<file path="config.mk">
export PLATFORM = sky130hd
export DESIGN_NAME = memory_master
export DESIGN_NICKNAME = d
export VERILOG_FILES = /design/src/rtl/memory_master.sv
export SDC_FILE = /design/constraint.sdc
export NUM_CORES = 1
export LEC_CHECK = 0
export CAP_MARGIN = 5
export CORE_MARGIN = 4
export CORE_UTILIZATION = 47
export CTS_BUF_LIST = sky130_fd_sc_hd__clkbuf_8
export DETAILED_ROUTE_END_ITERATION = 10
export MAX_ROUTING_LAYER = met4
export PLACE_DENSITY = 0.86
export SLEW_MARGIN = 20
export SYNTH_ARGS = -nofsm -noshare
export SYNTH_HDL_FRONTEND = slang
export SYNTH_SLANG_ARGS = --single-unit
</file>
<file path="constraint.sdc">
create_clock -name clk -period 10.1 [get_ports clk]
set_input_delay 1.515 -clock clk [delete_from_list [all_inputs] [get_ports clk]]
set_output_delay 1.515 -clock clk [all_outputs]
set_load 0.02 [all_outputs]
</file>
<file path="src/rtl/memory_master.sv">
// Four-phase handshake master bridging a valid/ready request port to an
// asynchronous enable/ack memory; ack is synchronized before any use.
`timescale 1ns/1ps
`ifndef MEMORY_WIDTH
`define MEMORY_WIDTH 32
`endif

module memory_master #(
    parameter int WIDTH       = `MEMORY_WIDTH,
    parameter int SYNC_STAGES = 2,
    parameter int TIMEOUT     = 1024
) (
    input  logic               clk,
    input  logic               reset,
    input  logic               req_valid,
    output logic               req_ready,
    input  logic               req_write,
    input  logic [31:0]        req_addr,
    input  logic [WIDTH/8-1:0] req_byte_enable,
    input  logic [WIDTH-1:0]   req_data,
    output logic               resp_valid,
    output logic               resp_error,
    output logic [WIDTH-1:0]   resp_data,
    output logic [31:0]        mem_addr,
    output logic               mem_enable,
    output logic               mem_read_write,
    output logic [WIDTH/8-1:0] mem_byte_enable,
    output logic [WIDTH-1:0]   mem_data_out,
    input  logic [WIDTH-1:0]   mem_data_in,
    input  logic               mem_ack
);

    localparam int BYTES = WIDTH / 8;
    localparam int CNT_W = (TIMEOUT > 1) ? $clog2(TIMEOUT) : 1;
    localparam logic [CNT_W-1:0] CNT_LAST = CNT_W'((TIMEOUT > 0) ? TIMEOUT - 1 : 0);

    typedef enum logic [2:0] {
        IDLE,
        SETUP,
        ASSERT,
        RELEASE,
        DONE
    } state_t;

    state_t                 state_q, state_d;
    logic [SYNC_STAGES-1:0] sync_q;
    logic                   ack_s;
    logic                   settled_q;
    logic [CNT_W-1:0]       cnt_q, cnt_d;
    logic                   err_q, err_d;
    logic                   timed_out;

    logic                   req_ready_q, req_ready_d;
    logic                   resp_valid_q, resp_valid_d;
    logic                   resp_error_q, resp_error_d;
    logic [WIDTH-1:0]       resp_data_q, resp_data_d;
    logic [31:0]            mem_addr_q, mem_addr_d;
    logic                   mem_enable_q, mem_enable_d;
    logic                   mem_read_write_q, mem_read_write_d;
    logic [BYTES-1:0]       mem_byte_enable_q, mem_byte_enable_d;
    logic [WIDTH-1:0]       mem_data_out_q, mem_data_out_d;

    // mem_ack is only ever seen through this chain.
    always_ff @(posedge clk or posedge reset) begin
        if (reset) begin
            sync_q <= '0;
        end else begin
            // NOTE: non-blocking assignments let every flop sample the pre-edge value.
            sync_q <= {sync_q[SYNC_STAGES-2:0], mem_ack};
        end
    end

    assign ack_s = sync_q[SYNC_STAGES-1];

    always_comb begin
        // NOTE: every _d gets a default first so no path can infer a latch.
        state_d           = state_q;
        cnt_d             = cnt_q;
        err_d             = err_q;
        resp_valid_d      = 1'b0;
        resp_error_d      = 1'b0;
        resp_data_d       = resp_data_q;
        mem_addr_d        = mem_addr_q;
        mem_enable_d      = mem_enable_q;
        mem_read_write_d  = mem_read_write_q;
        mem_byte_enable_d = mem_byte_enable_q;
        mem_data_out_d    = mem_data_out_q;
        timed_out         = (TIMEOUT != 0) && (cnt_q == CNT_LAST);

        case (state_q)
            IDLE: begin
                if (req_valid && req_ready_q) begin
                    mem_addr_d        = req_addr;
                    mem_read_write_d  = ~req_write;
                    mem_byte_enable_d = req_byte_enable;
                    mem_data_out_d    = req_data;
                    err_d             = 1'b0;
                    state_d           = SETUP;
                end
            end
            SETUP: begin
                mem_enable_d = 1'b1;
                cnt_d        = '0;
                state_d      = ASSERT;
            end
            ASSERT: begin
                if (ack_s) begin
                    if (mem_read_write_q) resp_data_d = mem_data_in;
                    mem_enable_d = 1'b0;
                    cnt_d        = '0;
                    state_d      = RELEASE;
                end else if (timed_out) begin
                    mem_enable_d = 1'b0;
                    err_d        = 1'b1;
                    cnt_d        = '0;
                    state_d      = RELEASE;
                end else begin
                    cnt_d = cnt_q + 1'b1;
                end
            end
            RELEASE: begin
                if (!ack_s) begin
                    resp_valid_d = 1'b1;
                    resp_error_d = err_q;
                    state_d      = DONE;
                end else if (timed_out) begin
                    err_d        = 1'b1;
                    resp_valid_d = 1'b1;
                    resp_error_d = 1'b1;
                    state_d      = DONE;
                end else begin
                    cnt_d = cnt_q + 1'b1;
                end
            end
            DONE: begin
                err_d   = 1'b0;
                state_d = IDLE;
            end
            default: state_d = IDLE;
        endcase

        // Ready waits until no ack is anywhere in the chain, including just after reset.
        req_ready_d = (state_d == IDLE) && settled_q && (sync_q == '0);
    end

    always_ff @(posedge clk or posedge reset) begin
        if (reset) begin
            // NOTE: reset touches control and datapath registers alike; there is no storage array here.
            state_q           <= IDLE;
            settled_q         <= 1'b0;
            cnt_q             <= '0;
            err_q             <= 1'b0;
            req_ready_q       <= 1'b0;
            resp_valid_q      <= 1'b0;
            resp_error_q      <= 1'b0;
            resp_data_q       <= '0;
            mem_addr_q        <= '0;
            mem_enable_q      <= 1'b0;
            mem_read_write_q  <= 1'b1;
            mem_byte_enable_q <= '0;
            mem_data_out_q    <= '0;
        end else begin
            state_q           <= state_d;
            settled_q         <= 1'b1;
            cnt_q             <= cnt_d;
            err_q             <= err_d;
            req_ready_q       <= req_ready_d;
            resp_valid_q      <= resp_valid_d;
            resp_error_q      <= resp_error_d;
            resp_data_q       <= resp_data_d;
            mem_addr_q        <= mem_addr_d;
            mem_enable_q      <= mem_enable_d;
            mem_read_write_q  <= mem_read_write_d;
            mem_byte_enable_q <= mem_byte_enable_d;
            mem_data_out_q    <= mem_data_out_d;
        end
    end

    assign req_ready       = req_ready_q;
    assign resp_valid      = resp_valid_q;
    assign resp_error      = resp_error_q;
    assign resp_data       = resp_data_q;
    assign mem_addr        = mem_addr_q;
    assign mem_enable      = mem_enable_q;
    assign mem_read_write  = mem_read_write_q;
    assign mem_byte_enable = mem_byte_enable_q;
    assign mem_data_out    = mem_data_out_q;

endmodule

</file>
== After elaboration in Yosys (flattened, before gate mapping) ==
Cells that the tools add are included.

* Bits in registers: 122
* Input bits: 105
* Output and inout port bits: 105
* Word-level logic and storage cells: 64

* $add $sub $neg: 1
* Equality and inequality tests: 10
* Mux-type cells: 24
* Bitwise gates (word level): 1
* Reduce and logical (&&, ||, !) cells: 14

{| class="wikitable"
|+ Operators with widths
! kind !! number
|-
| 10-bit two-way mux || 4
|-
| 10-bit case mux with 3 select lines || 1
|-
| 3-bit two-way mux || 5
|-
| 3-bit case mux with 4 select lines || 1
|-
| 1-bit two-way mux || 11
|-
| 10-bit by 1-bit adder with 10-bit output, second input constant || 1
|-
| 10-bit == test, second input constant || 1
|-
| 2-bit inequality test, second input constant || 4
|-
| 3-bit by 2-bit == test with 1-bit output, second input constant || 2
|-
| 3-bit logical NOT || 2
|-
| 3-bit AND reduction || 2
|-
| 1-bit case mux with 4 select lines || 1
|-
| 2-bit AND reduction || 2
|-
| 4-bit AND reduction || 1
|-
| 4-bit nonzero test || 1
|-
| 3-bit by 1-bit == test with 1-bit output, second input constant || 1
|-
| 3-bit == test, second input constant || 1
|-
| 1-bit logical AND || 3
|-
| 3-bit inequality test, second input constant || 1
|-
| 3-bit nonzero test || 1
|-
| 2-bit logical NOT || 1
|-
| 1-bit case mux with 2 select lines || 1
|-
| 2-bit nonzero test || 1
|-
| 1-bit NOT || 1
|}

== Longest topological paths before layout ==
* Depth in word-level cells: 7
* Depth in mapped cells: 7
* Depth with buffers taken out: 6

== Worst setup path after synthesis ==
OpenSTA, ideal clock, no wires.

* Path kind: in2reg
* Start point: in req_valid
* End point: reg mem_addr_q[0], in the netlist mem_addr[0]
* Setup time: 0.125 ns
* Arrival time: 2.573 ns
* Data required time: 9.975 ns
* Slack: 7.402 ns
* Cell stages on the path: 4
* Cells stage by stage: nand2_1 nor4_4 buf_6 mux2_2

* Cells in the longest elaborated chain, start to end: 2

{| class="wikitable"
|+ Ends and longest elaborated chain
! element !! RTL line !! RTL
|-
| from (decl) || 15 || <nowiki>input logic req_valid,</nowiki>
|-
| 1-bit logical AND || 92 || <nowiki>if (req_valid && req_ready_q) begin</nowiki>
|-
| 2-bit AND reduction (no source line) || -- ||
|-
| to (signal assigned) || 171 || <nowiki>mem_addr_q <= mem_addr_d;</nowiki>
|-
| to (decl) || 57 || <nowiki>logic [31:0] mem_addr_q, mem_addr_d;</nowiki>
|}

Every way passes these cells.
A chain may end at the register's enable or synchronous reset.

== Worst setup path after layout ==
* Start point: reg mem_read_write_q, in the netlist mem_read_write
* End point: out mem_read_write

{| class="wikitable"
|+ RTL lines
! element !! RTL line !! RTL
|-
| from (decl) || 59 || <nowiki>logic mem_read_write_q, mem_read_write_d;</nowiki>
|-
| from (signal assigned) || 173 || <nowiki>mem_read_write_q <= mem_read_write_d;</nowiki>
|-
| to (decl) || 26 || <nowiki>output logic mem_read_write,</nowiki>
|}

No word-level cell between the ends.

==> results.md <==
- Result of the run: finished clean
- Post_cts resized: 0
- Post-Synthesis Mean Instance Area: 15.2 sq um
- Leak Pwr: 0.00326 uW
- Critical Path Start Type: flop
- Hold-fix buffers at CTS: 0
- Slew HR: about a quarter
- Clock latency of the later-clocked register in the worst-skew pair: 420 ps
- Cell at the slowest stage of the critical path: sky130_fd_sc_hd__clkdlybuf4s50_1
- Residual antenna-violating net count after detailed routing: 0
- RSZ-0062 raised after global routing: no
- Required time reported for the critical path endpoint: 8590 ps
- Initial antenna violation count: 0
- Detailed-placement wirelength estimate: 9.12 mm
- Remaining DRCs: 0
- N_diodes: 0
- Synthesis-stage register bit count: approximately 120
- Library cell occupying the most area in the post-synthesis netlist: sky130_fd_sc_hd__dfrtp_1
- Slew at the pin closest to its max-slew limit: 1100 ps
- Count of warnings emitted by yosys: 0
- Overall fraction of global-route tracks in use: 21.6%
- Buffers on Ports: 209
- Maximum clock rate: 0.322 GHz
- Kind of capture point of the worst setup path: output port
- Die area: 11900 sq um
- Vert. Die Dim: 109 microns
- Utilization of the core after routing: ~75%
- Power density of the placed cells: 297 nW/um^2
- Clk sink count: approximately 120
- Number of global-route vias before repair: 3609
- Wire length of the first global-routing pass: 18.8 mm
- Root Buffer: sky130_fd_sc_hd__clkbuf_8
- Fraction of layout instances using a drive strength above 1: 24.9%
- Number of enable flip-flop cells after synthesis: 0
- Total global routing overflow: 0
- Flip-flop cell with the highest count after synthesis: sky130_fd_sc_hd__dfrtp_1
- Crit path from: mem_read_write
- Global placer's final weighted congestion: a little under 0.8
- Initial standard-cell utilization of the core: 48.8%
- Core area: 9860 sq um
- Synth Cell Area: 4820 sq um
- Clock period minus worst slack: between 3000 and 4000 ps
- WS Path Type: reg -> out
- Post-Route Skew: ~12 ps
- Pin count of the biggest net entering global routing: 70
- Number of cells on the worst reg-to-reg path: 3
- Count of H-tree levels built during CTS: 4
- Ports: 210
- Worst path bufs/invs: 1
- Proportion of register bits with asynchronous set or reset after synthesis: 100%
- Overall power after layout: approximately 2200 uW
- Area delta synth->final: 53.9%
- Drt wl/cell: 18.4 microns
- Number of distinct library cells after synthesis: 38
- Top-area cell type share of the netlist area: a little over three fifths
- Nets in the synthesized netlist: 423
- Critical Path Fanout Max: 3
- Row count: 36
- Worst-path clk slew: 70 ps
- Clock tree from TritonCTS: yes
- Final cycle utilization of the critical path: 30.8%
- First drt pass iteration count: 4
- Final sum of negative setup slack: 0 ps
- MaxCap Viol Count: 0
- Placement Cell Area: about 7000 sq um
- Slew Limit Fails: 0
- Min-delay worst type: reg -> reg
- Worst stage delay on the critical path: 630 ps
- Number of CTS-inserted buffers: 17
- Post-CTS Setup Bufs: 0
- Largest buffer count on any clock path: 2
- Category of cells accounting for the largest share of critical-path delay: buffers and inverters
- Final design area excluding fillers: 7410 sq um
- Total length of routed wires: between 10 and 15 mm
- Die width: 109 microns
- Cells traversed along the worst timing path: clkdlybuf4s50_1
- Capturing element of the worst setup path: mem_read_write
- Number of standard cells after synthesis: 317
- # setup viols final: 0
- Number of nets in the layout: 640
- Ratio of routed vias to standard cells: just over 5
- Top area cells in the synthesized netlist: sky130_fd_sc_hd__dfrtp_1 (63%), sky130_fd_sc_hd__mux2_2 (22%), sky130_fd_sc_hd__buf_6 (1.9%), sky130_fd_sc_hd__mux2_1 (1.4%), sky130_fd_sc_hd__nor2_1 (1.1%)
- Reg2reg setup slack: 7540 ps
- Drt first-iter violations: 114
- Endpoints failing hold: 0
- Arr. time, crit path: 1590 ps
- Number of cells on the critical path: 1
- Sequential area share after synthesis: 63.4%
- Worst slack on hold paths: 404 ps
- Peak ir drop on the vdd network: approximately 0.16 mV
- Reg2reg start: state_q[1]
- Vias after detailed routing: 3435
- Worst R2R End: resp_data[6]
-- cells in the mapped netlist (all sizes together) (2+ instances only) --
master  count
dfrtp     121
mux2      100
buf        14
nor2       14
a21oi      10
o21ai       7
nand2       6
xor2        5
inv         4
nand3       4
and3        3
nor2b       3
o211ai      3
or3         3
and4        2
nand2b      2
nor4        2
-- layout make-up --
type,count,area (sq um)
Tap cell,133,166
Sequential cell,122,3050
Timing Repair Buffer,212,2110
Clock buffer,19,262
Inverter,4,17.5
Clock inverter,13,176
Multi-Input combinational cell,177,1620
Fill cell,612,2450
-- state kept, by name (all words and copies together), names as in the netlist, 2 cells and up --
| register | flops |
|---|---|
| cnt_q | 10 |
| mem_data_out | 32 |
| state_q | 3 |
| sync_q | 2 |
| mem_byte_enable | 4 |
| mem_addr | 32 |
| resp_data | 32 |
-- worst register-to-register path: stages (launching register included) --
cell	delay, ps
sky130_fd_sc_hd__dfrtp_1	490
sky130_fd_sc_hd__nor2b_1	390
sky130_fd_sc_hd__nand4b_2	910
sky130_fd_sc_hd__mux2_2	650
-- how the worst min path moves through the flow --
stage / start / end / cells after the start
floorplan: sync_q[0] / sync_q[1] / 0
CTS: sync_q[0] / sync_q[1] / 0
global placement: sync_q[0] / sync_q[1] / 0
global route: sync_q[0] / sync_q[1] / 0
detailed placement: sync_q[0] / sync_q[1] / 0
finish: sync_q[0] / sync_q[1] / 0
-- cell usage in the layout, fill, tap and decap left out, types with 5 or more instances in the layout --
master,count
sky130_fd_sc_hd__clkdlybuf4s50_1,209
sky130_fd_sc_hd__dfrtp_1,121
sky130_fd_sc_hd__mux2_2,94
sky130_fd_sc_hd__clkbuf_8,19
sky130_fd_sc_hd__nor2_1,14
sky130_fd_sc_hd__a21oi_1,10
sky130_fd_sc_hd__nand2_1,6
sky130_fd_sc_hd__mux2_1,6
sky130_fd_sc_hd__o21ai_0,6
sky130_fd_sc_hd__inv_1,5
sky130_fd_sc_hd__xor2_1,5
-- routing by layer --
metal / global-route usage [%] / vias up / part of all wire, %
li1: - / 1567 / -
met1: 23.5 / 1687 / 37
met2: 36.2 / 154 / 50
met3: 7.52 / 27 / 9.4
met4: 8.99 / 0 / 3.1
met5: - / - / 0
-- power breakdown --
part           switching (uW)  internal (uW)
registers                 116            683
clock network             188            280
logic                     436            497
total                     740           1460
-- cell families after synthesis --
| kind of cell | synth area share [%] |
|---|---|
| fa+ha+maj | 0.260 |
| simple gates | 5.17 |
| mux | 23.6 |
| buf+inv | 2.96 |
| other cells | 0.0779 |
| compound gates | 3.43 |
| flops | 63.4 |
| xor+xnor | 1.09 |
-- metrics by stage --
| step | setup WS, ps | instances |
|---|---|---|
| after floorplan | 5340 | 317 |
| after global placement | 6730 | 648 |
| after detailed placement | 6690 | 648 |
| after CTS | 6950 | 680 |
| after global routing | 6920 | 680 |
| final | 6990 | 680 |
Power figures use the tool's default switching activity.
